==> config.mk <==
export PLATFORM = sky130hd
export DESIGN_NAME = hash_writeback_fsm
export DESIGN_NICKNAME = d
export VERILOG_FILES = /design/src/rtl/sha3_pkg.sv /design/src/rtl/hash_beat_serializer.sv /design/src/rtl/hash_writeback_fsm.sv
export SDC_FILE = /design/constraint.sdc
export NUM_CORES = 2
export LEC_CHECK = 0
export BUFFER_PORTS_ARGS = -buffer_cell sky130_fd_sc_hd__buf_2
export CORE_MARGIN = 3
export CORE_UTILIZATION = 40
export CTS_CLUSTER_SIZE = 30
export DETAILED_ROUTE_END_ITERATION = 12
export GPL_ROUTABILITY_DRIVEN = 0
export GPL_TIMING_DRIVEN = 0
export PLACE_DENSITY = 0.69
export SLEW_MARGIN = 10
export SYNTH_ARGS = -nofsm -noshare
export SYNTH_HDL_FRONTEND = slang
export SYNTH_SLANG_ARGS = --single-unit
==> constraint.sdc <==
create_clock -name clk -period 1.7 [get_ports clk]
set_input_delay 0.085 -clock clk [delete_from_list [all_inputs] [get_ports clk]]
set_output_delay 0.085 -clock clk [all_outputs]
set_load 0.005 [all_outputs]
==> src/rtl/sha3_pkg.sv <==
// sha3_pkg: constants and state encoding shared by the SHA3 read/ingest
// and write-back FSMs.
//   HASH_W      digest width in bits
//   DATA_W      bus beat width in bits
//   BEATS       beats per digest burst
//   BEAT_CNT_W  width of the beat counter
//   LANE_W      Keccak lane width in bits, used by the optional byteswap
//   ST_*        FSM state encoding
//   lane_byteswap() reverses the bytes inside every 64-bit lane of a beat
package sha3_pkg;

    localparam int HASH_W     = 512;
    localparam int DATA_W     = 128;
    localparam int BEATS      = HASH_W / DATA_W;
    localparam int BEAT_CNT_W = $clog2(BEATS);
    localparam int LANE_W     = 64;

    localparam logic [1:0] ST_IDLE      = 2'd0;
    localparam logic [1:0] ST_START     = 2'd1;
    localparam logic [1:0] ST_BEATS     = 2'd2;
    localparam logic [1:0] ST_WAIT_DONE = 2'd3;

    // Lane order is kept; only the bytes inside each lane are reversed.
    function automatic logic [DATA_W-1:0] lane_byteswap(input logic [DATA_W-1:0] beat);
        logic [DATA_W-1:0] swapped;
        swapped = '0;
        for (int l = 0; l < DATA_W / LANE_W; l++) begin
            for (int b = 0; b < LANE_W / 8; b++) begin
                swapped[l*LANE_W + (LANE_W/8 - 1 - b)*8 +: 8] = beat[l*LANE_W + b*8 +: 8];
            end
        end
        return swapped;
    endfunction

endpackage

==> src/rtl/hash_beat_serializer.sv <==
// hash_beat_serializer: holds the captured digest and presents it to the
// bus one DATA_W beat at a time, beat 0 = digest bits [DATA_W-1:0].
// Configuration macro: HASH_BYTESWAP_EN -- when defined, every 64-bit lane
// of wr_data is byte-reversed (big-endian digest bytes in memory).
// Ports:
//   clk        in   clock, posedge
//   reset      in   synchronous active-high reset
//   load       in   capture hash_in, rewind to beat 0
//   advance    in   current beat accepted, present the next one
//   hash_in    in   HASH_W digest
//   wr_data    out  DATA_W current beat (registered)
//   last_beat  out  current beat is beat BEATS-1
module hash_beat_serializer
    import sha3_pkg::*;
(
    input  logic              clk,
    input  logic              reset,
    input  logic              load,
    input  logic              advance,
    input  logic [HASH_W-1:0] hash_in,
    output logic [DATA_W-1:0] wr_data,
    output logic              last_beat
);

    logic [HASH_W-1:0]     shadow_r;
    logic [BEAT_CNT_W-1:0] beat_cnt_r;
    logic [DATA_W-1:0]     wr_data_r;
    logic [BEAT_CNT_W-1:0] beat_nxt_s;
    logic [DATA_W-1:0]     first_fmt_s;
    logic [DATA_W-1:0]     next_fmt_s;

    // Next beat selection plus optional lane byte reversal for both the
    // load path (beat 0 straight from hash_in) and the advance path.
    always_comb begin
        beat_nxt_s = beat_cnt_r + BEAT_CNT_W'(1);
`ifdef HASH_BYTESWAP_EN
        first_fmt_s = lane_byteswap(hash_in[DATA_W-1:0]);
        next_fmt_s  = lane_byteswap(shadow_r[DATA_W*beat_nxt_s +: DATA_W]);
`else
        first_fmt_s = hash_in[DATA_W-1:0];
        next_fmt_s  = shadow_r[DATA_W*beat_nxt_s +: DATA_W];
`endif
    end

    // Shadow capture, beat counter and registered beat data.
    always_ff @(posedge clk) begin
        if (reset) begin
            shadow_r   <= '0;
            beat_cnt_r <= '0;
            wr_data_r  <= '0;
        end else if (load) begin
            shadow_r   <= hash_in;
            beat_cnt_r <= '0;
            wr_data_r  <= first_fmt_s;
        end else if (advance) begin
            // After the last beat the counter wraps to 0; the stale data
            // presented then is never marked valid.
            beat_cnt_r <= beat_nxt_s;
            wr_data_r  <= next_fmt_s;
        end else begin
            beat_cnt_r <= beat_cnt_r;
            wr_data_r  <= wr_data_r;
        end
    end

    assign wr_data   = wr_data_r;
    assign last_beat = (beat_cnt_r == BEAT_CNT_W'(BEATS - 1));

endmodule

==> src/rtl/hash_writeback_fsm.sv <==
// hash_writeback_fsm: captures a finished Keccak digest, hands it to the AXI
// burst master as one BEATS-beat write burst, tracks the OCM slot index and
// pulses done when the master reports completion.
// Configuration macro: HASH_BYTESWAP_EN (see hash_beat_serializer).
// Parameter: BASE_INDEX -- write_addr_index value after reset.
// Ports:
//   clk, reset        clock and synchronous active-high reset
//   hash_in/valid     digest and its 1-cycle qualifier (accepted in IDLE only)
//   busy              state is not IDLE
//   init_master_txn   1-cycle burst start pulse
//   write_addr_index  OCM slot index of the current burst
//   wr_data/valid     beat to master, wr_data_ready accepts it
//   write_done        master burst complete
//   done              1-cycle completion pulse
//   hash_overrun      sticky: digest dropped while busy or in the done cycle
//   protocol_err      sticky: write_done before all beats were sent
module hash_writeback_fsm
    import sha3_pkg::*;
#(
    parameter logic [31:0] BASE_INDEX = 32'h0000_0000
) (
    input  logic              clk,
    input  logic              reset,
    input  logic [HASH_W-1:0] hash_in,
    input  logic              hash_valid,
    output logic              busy,
    output logic              init_master_txn,
    output logic [31:0]       write_addr_index,
    output logic [DATA_W-1:0] wr_data,
    output logic              wr_data_valid,
    input  logic              wr_data_ready,
    input  logic              write_done,
    output logic              done,
    output logic              hash_overrun,
    output logic              protocol_err
);

    logic [1:0]  state_r;
    logic [1:0]  state_nxt_s;
    logic        busy_r;
    logic        init_r;
    logic        valid_r;
    logic        done_r;
    logic        overrun_r;
    logic        perr_r;
    logic [31:0] index_r;

    logic        accept_s;
    logic        load_s;
    logic        advance_s;
    logic        init_set_s;
    logic        valid_nxt_s;
    logic        done_set_s;
    logic        index_inc_s;
    logic        overrun_set_s;
    logic        perr_set_s;
    logic        last_beat_s;

    hash_beat_serializer u_ser (
        .clk       (clk),
        .reset     (reset),
        .load      (load_s),
        .advance   (advance_s),
        .hash_in   (hash_in),
        .wr_data   (wr_data),
        .last_beat (last_beat_s)
    );

    // Next-state and control decode. Outputs are registered, so init rises
    // in the first BEATS cycle and valid one cycle after that.
    always_comb begin
        state_nxt_s = state_r;
        load_s      = 1'b0;
        advance_s   = 1'b0;
        init_set_s  = 1'b0;
        valid_nxt_s = valid_r;
        done_set_s  = 1'b0;
        index_inc_s = 1'b0;
        perr_set_s  = 1'b0;
        // The done cycle is already IDLE but a digest arriving then is
        // still treated as an overrun.
        accept_s      = hash_valid && (state_r == ST_IDLE) && !done_r;
        overrun_set_s = hash_valid && !accept_s;
        case (state_r)
            ST_IDLE: begin
                valid_nxt_s = 1'b0;
                if (accept_s) begin
                    load_s      = 1'b1;
                    state_nxt_s = ST_START;
                end else begin
                    state_nxt_s = ST_IDLE;
                end
            end
            ST_START: begin
                if (write_done) begin
                    perr_set_s  = 1'b1;
                    state_nxt_s = ST_IDLE;
                end else begin
                    init_set_s  = 1'b1;
                    state_nxt_s = ST_BEATS;
                end
            end
            ST_BEATS: begin
                if (write_done) begin
                    perr_set_s  = 1'b1;
                    valid_nxt_s = 1'b0;
                    state_nxt_s = ST_IDLE;
                end else if (valid_r && wr_data_ready) begin
                    advance_s = 1'b1;
                    if (last_beat_s) begin
                        valid_nxt_s = 1'b0;
                        state_nxt_s = ST_WAIT_DONE;
                    end else begin
                        valid_nxt_s = 1'b1;
                    end
                end else if (init_r) begin
                    // First BEATS cycle: beat 0 becomes valid next cycle.
                    valid_nxt_s = 1'b1;
                end else begin
                    valid_nxt_s = valid_r;
                end
            end
            ST_WAIT_DONE: begin
                valid_nxt_s = 1'b0;
                if (write_done) begin
                    done_set_s  = 1'b1;
                    index_inc_s = 1'b1;
                    state_nxt_s = ST_IDLE;
                end else begin
                    state_nxt_s = ST_WAIT_DONE;
                end
            end
            default: begin
                valid_nxt_s = 1'b0;
                state_nxt_s = ST_IDLE;
            end
        endcase
    end

    // State, registered outputs, slot index and sticky error flags.
    always_ff @(posedge clk) begin
        if (reset) begin
            state_r   <= ST_IDLE;
            busy_r    <= 1'b0;
            init_r    <= 1'b0;
            valid_r   <= 1'b0;
            done_r    <= 1'b0;
            overrun_r <= 1'b0;
            perr_r    <= 1'b0;
            index_r   <= BASE_INDEX;
        end else begin
            state_r   <= state_nxt_s;
            busy_r    <= (state_nxt_s != ST_IDLE);
            init_r    <= init_set_s;
            valid_r   <= valid_nxt_s;
            done_r    <= done_set_s;
            overrun_r <= overrun_r | overrun_set_s;
            perr_r    <= perr_r | perr_set_s;
            if (index_inc_s) begin
                index_r <= index_r + 32'd1;
            end else begin
                index_r <= index_r;
            end
        end
    end

    assign busy             = busy_r;
    assign init_master_txn  = init_r;
    assign wr_data_valid    = valid_r;
    assign done             = done_r;
    assign hash_overrun     = overrun_r;
    assign protocol_err     = perr_r;
    assign write_addr_index = index_r;

endmodule

==> results.ini <==
[cts]
clockRootBuffer=clkbuf_16
cts_tree=built
cts_made_buffers=75
clk_pin_slew_ns=0.06
cts_sinks=682
clockBufferDepth=3
clk_latency_ns=0.64
cts_max_level=3

[finish]
fin_util_pct=64.91
drive_gt1_share_pct=31.14
stdcell_count=5715
syn2layout_area_growth_pct=59.98
stdcell_area_sq_um=44670
seq_area_sq_um=13680
layout_commonest_cell=nand2_1
fillCellCount=5067
layout_common_cells=nand2_1 (1170), buf_2 (698), dfxtp_1 (667)
layout.nets=5207
multi_input_area_sq_um=14140

[power]
p_sw_uw=12410
intPower_uw=31230
seq_power_share_pct=41.2
netSwitchingFraction_pct=28.43
peakVddDrop_mv=0.6720
finalPower_uw=43640
clock_power_share_pct=40.0
p_comb_share_pct=18.9
power_density_nw_per_um2=976.9
leakage_uw=0.01834

[synth]
synth_nets=3846
synthDistinctLibCells=45
ys_seq_area_share_pct=48.89
syn_inst=3321
syn_area_per_cell_sq_um=8.409
ys_seq_elements=682
synth.area.top_cells=dfxtp_1 (49%), nand2_1 (17%), mux4_2 (10%)
yosysWarnings=0
synth_area_leader_cell=dfxtp_1
syn_area_sq_um=27930
synthArstFlopShare_pct=0
synth_edf_count=0
synth_flop_cell=dfxtp_1
synth_top_area_share_pct=48.89

[routing]
remaining_drc_errors=0
routedWlPerCell_um=25.69
ant_nets=0
drt_wl_total_um=146800
vias=33555
viasPerCell=5.871
dr.pass1.iters=7
drtIter0Drc=3804

[grt]
antenna_found_initial=46
overflow=0
grt_max_degree=14
grt_pass1_vias=31565
grt_pass1_wl_um=193600
track_usage_pct=34.71

[die]
dieArea_sq_um=73020
die_width_um=270.2
ioPinCount=683
core_sq_um=68830
die_y_um=270.2
rows=96
start_util_pct=40.57

[worst_setup_path]
rrSetupSlack_ns=-0.47
r2r_end=u_ser.shadow_r[428]$_SDFFE_PP0P_
cp_top_family=buffers and inverters
arrival_ns=2.73
crit_type=reg -> reg
start_kind=flop
cp_max_fo=10
cp_data_required_time_ns=2.26
reg2reg_depth=10
crit_buf_inv=5
reg2reg_from=state_r[0]$_SDFF_PP0_
crit_path_top_delay_cell=dfxtp_4
path_cells=inv_4, ha_4, nand2b_4, nor2_4, buf_6, buf_12, buf_12, buf_6, nand2_1, a21oi_2
max_stage_delay_ns=0.37
crit_path_end_kind=flop

[outcome]
failed_checks=negative setup slack
outcome=complete, but fails checks

[timing]
slew_viol_final=0
rsz0062_at_grt=true
worst_slack_ns=-0.4671
tns_ns=-96.40
finalHoldViolations=0
setup_violations=635
min_period_over_period_pct=127.5
fin_crit_ns=2.167
relSlewSlack_pct=19.02
clock_skew_ns=0.02782
worst_pin_slew_ns=1.215
max_freq_mhz=461.4

[placement]
dp.cells=4933
dp.final_hpwl_um=85780
io_buffers=681
placed_area_sq_um=32730

[worst_hold_path]
worstHoldStart=hash_in[334]
hold_path_depth=4
hold_class=in -> reg
holdPathEnd=u_ser.shadow_r[334]$_SDFFE_PP0P_

[job]
maxCapViolCount=0

==> flip-flops by register name, indices dropped and copies added (netlist names), 2 cells and up <==
| register | cells |
|---|---|
| u_ser.shadow_r | 512 |
| u_ser.wr_data | 128 |
| write_addr_index | 32 |
| state_r | 2 |
| u_ser.beat_cnt_r | 2 |
==> worst reg2reg max path: cells and delay by family (launching register included) <==
family / cells / cell delay (ns)
AO/OA/AOI/OAI: 1 / 0.31
adder cells (fa/ha/maj): 1 / 0.13
buffers and inverters: 5 / 0.73
flip-flops: 1 / 0.37
AND/OR/NAND/NOR: 3 / 0.57
==> cell usage after synthesis (2+ instances only) <==
cell type,number
buf_2,98
nor2_1,147
nor2b_1,2
or3_1,6
a311oi_1,128
nand2_1,1295
mux2_1,2
nand3_1,12
and4_1,9
mux2i_1,2
buf_4,18
mux4_2,128
o21ai_0,5
and2_1,3
nor3_1,3
nor3b_1,2
nand4_1,7
dfxtp_1,682
a21oi_1,534
inv_1,6
and3_1,3
clkbuf_1,158
buf_1,7
ha_1,8
o31ai_1,12
xor2_1,11
or2_1,2
o21ai_1,3
or4_1,12
==> metal layers <==
metal	vias up	routed length, um	global-route usage [%]
met2	2771	64540	54.71
met4	18	12130	22.87
met1	15806	52430	42.21
met3	870	17590	8.670
met5	-	119	0
li1	14090	-	-
==> worst max-delay path by stage <==
stage / from / end / slack, ns / cells past startpoint
after global routing: state_r[0]$_SDFF_PP0_ / u_ser.shadow_r[176]$_SDFFE_PP0P_ / -0.47 / 11
after floorplan: state_r[0]$_SDFF_PP0_ / u_ser.shadow_r[49]$_SDFFE_PP0P_ / -0.06 / 9
after CTS: u_ser.beat_cnt_r[0]$_SDFFE_PP0P_ / u_ser.wr_data[9]$_SDFFE_PP0P_ / -0.27 / 7
after global placement: state_r[0]$_SDFF_PP0_ / u_ser.shadow_r[129]$_SDFFE_PP0P_ / -1.60 / 8
final: state_r[0]$_SDFF_PP0_ / u_ser.shadow_r[428]$_SDFFE_PP0P_ / -0.47 / 10
after detailed placement: state_r[1]$_SDFF_PP0_ / u_ser.shadow_r[137]$_SDFFE_PP0P_ / -1.56 / 8
==> power groups by stage <==
| stage | Clock (uW) | Combinational, uW | Sequential (uW) |
|---|---|---|---|
| final | 17400 | 8230 | 18000 |
| after global routing | 18100 | 8620 | 18000 |
| after CTS | 17300 | 6620 | 17800 |
| after detailed placement | 0 | 5170 | 18200 |
| after global placement | 0 | 5100 | 18100 |
| after floorplan | 0 | 2740 | 18000 |
==> through the flow <==
stage	setup WS, ns	hold WS, ns
2_1_floorplan	-0.05926	0.2210
3_3_place_gp	-1.600	0.3279
3_5_place_dp	-1.563	0.3333
4_1_cts	-0.2721	0.2091
5_1_grt	-0.4748	0.2491
6_report	-0.4671	0.2603
==> cells by family after synthesis <==
kind of cell	after synthesis	synth area share (%)
xor+xnor	12	0.3764
mux	132	10.48
compound gates	685	14.14
fa+ha+maj	8	0.3585
buf+inv	290	4.610
flops	682	48.89
simple gates	1512	21.15
==> layout make-up <==
cell class              count  share of cell area [%]
flip-flops and latches    682                   30.62
repair buffers           1286                   22.78
clock buffers             106                   4.896
well taps                 931                   2.607
plain buffers             280                   6.206
clock inverters            29                  0.9158
diodes                     44                  0.2465
inverters                   7                 0.07002
multi-input cells        2350                   31.65
==> timing repair <==
action | in CTS | in global routing
pin swaps | 2 | 134
resized for setup | 275 | 512
endpoints found under the hold margin | 649 | 0
buffers inserted | 14 | 32
cloned | 4 | 41
hold buffers | 516 | 0
endpoints found under the setup margin | 664 | 666
No activity file was read; power rests on OpenSTA's default activity.
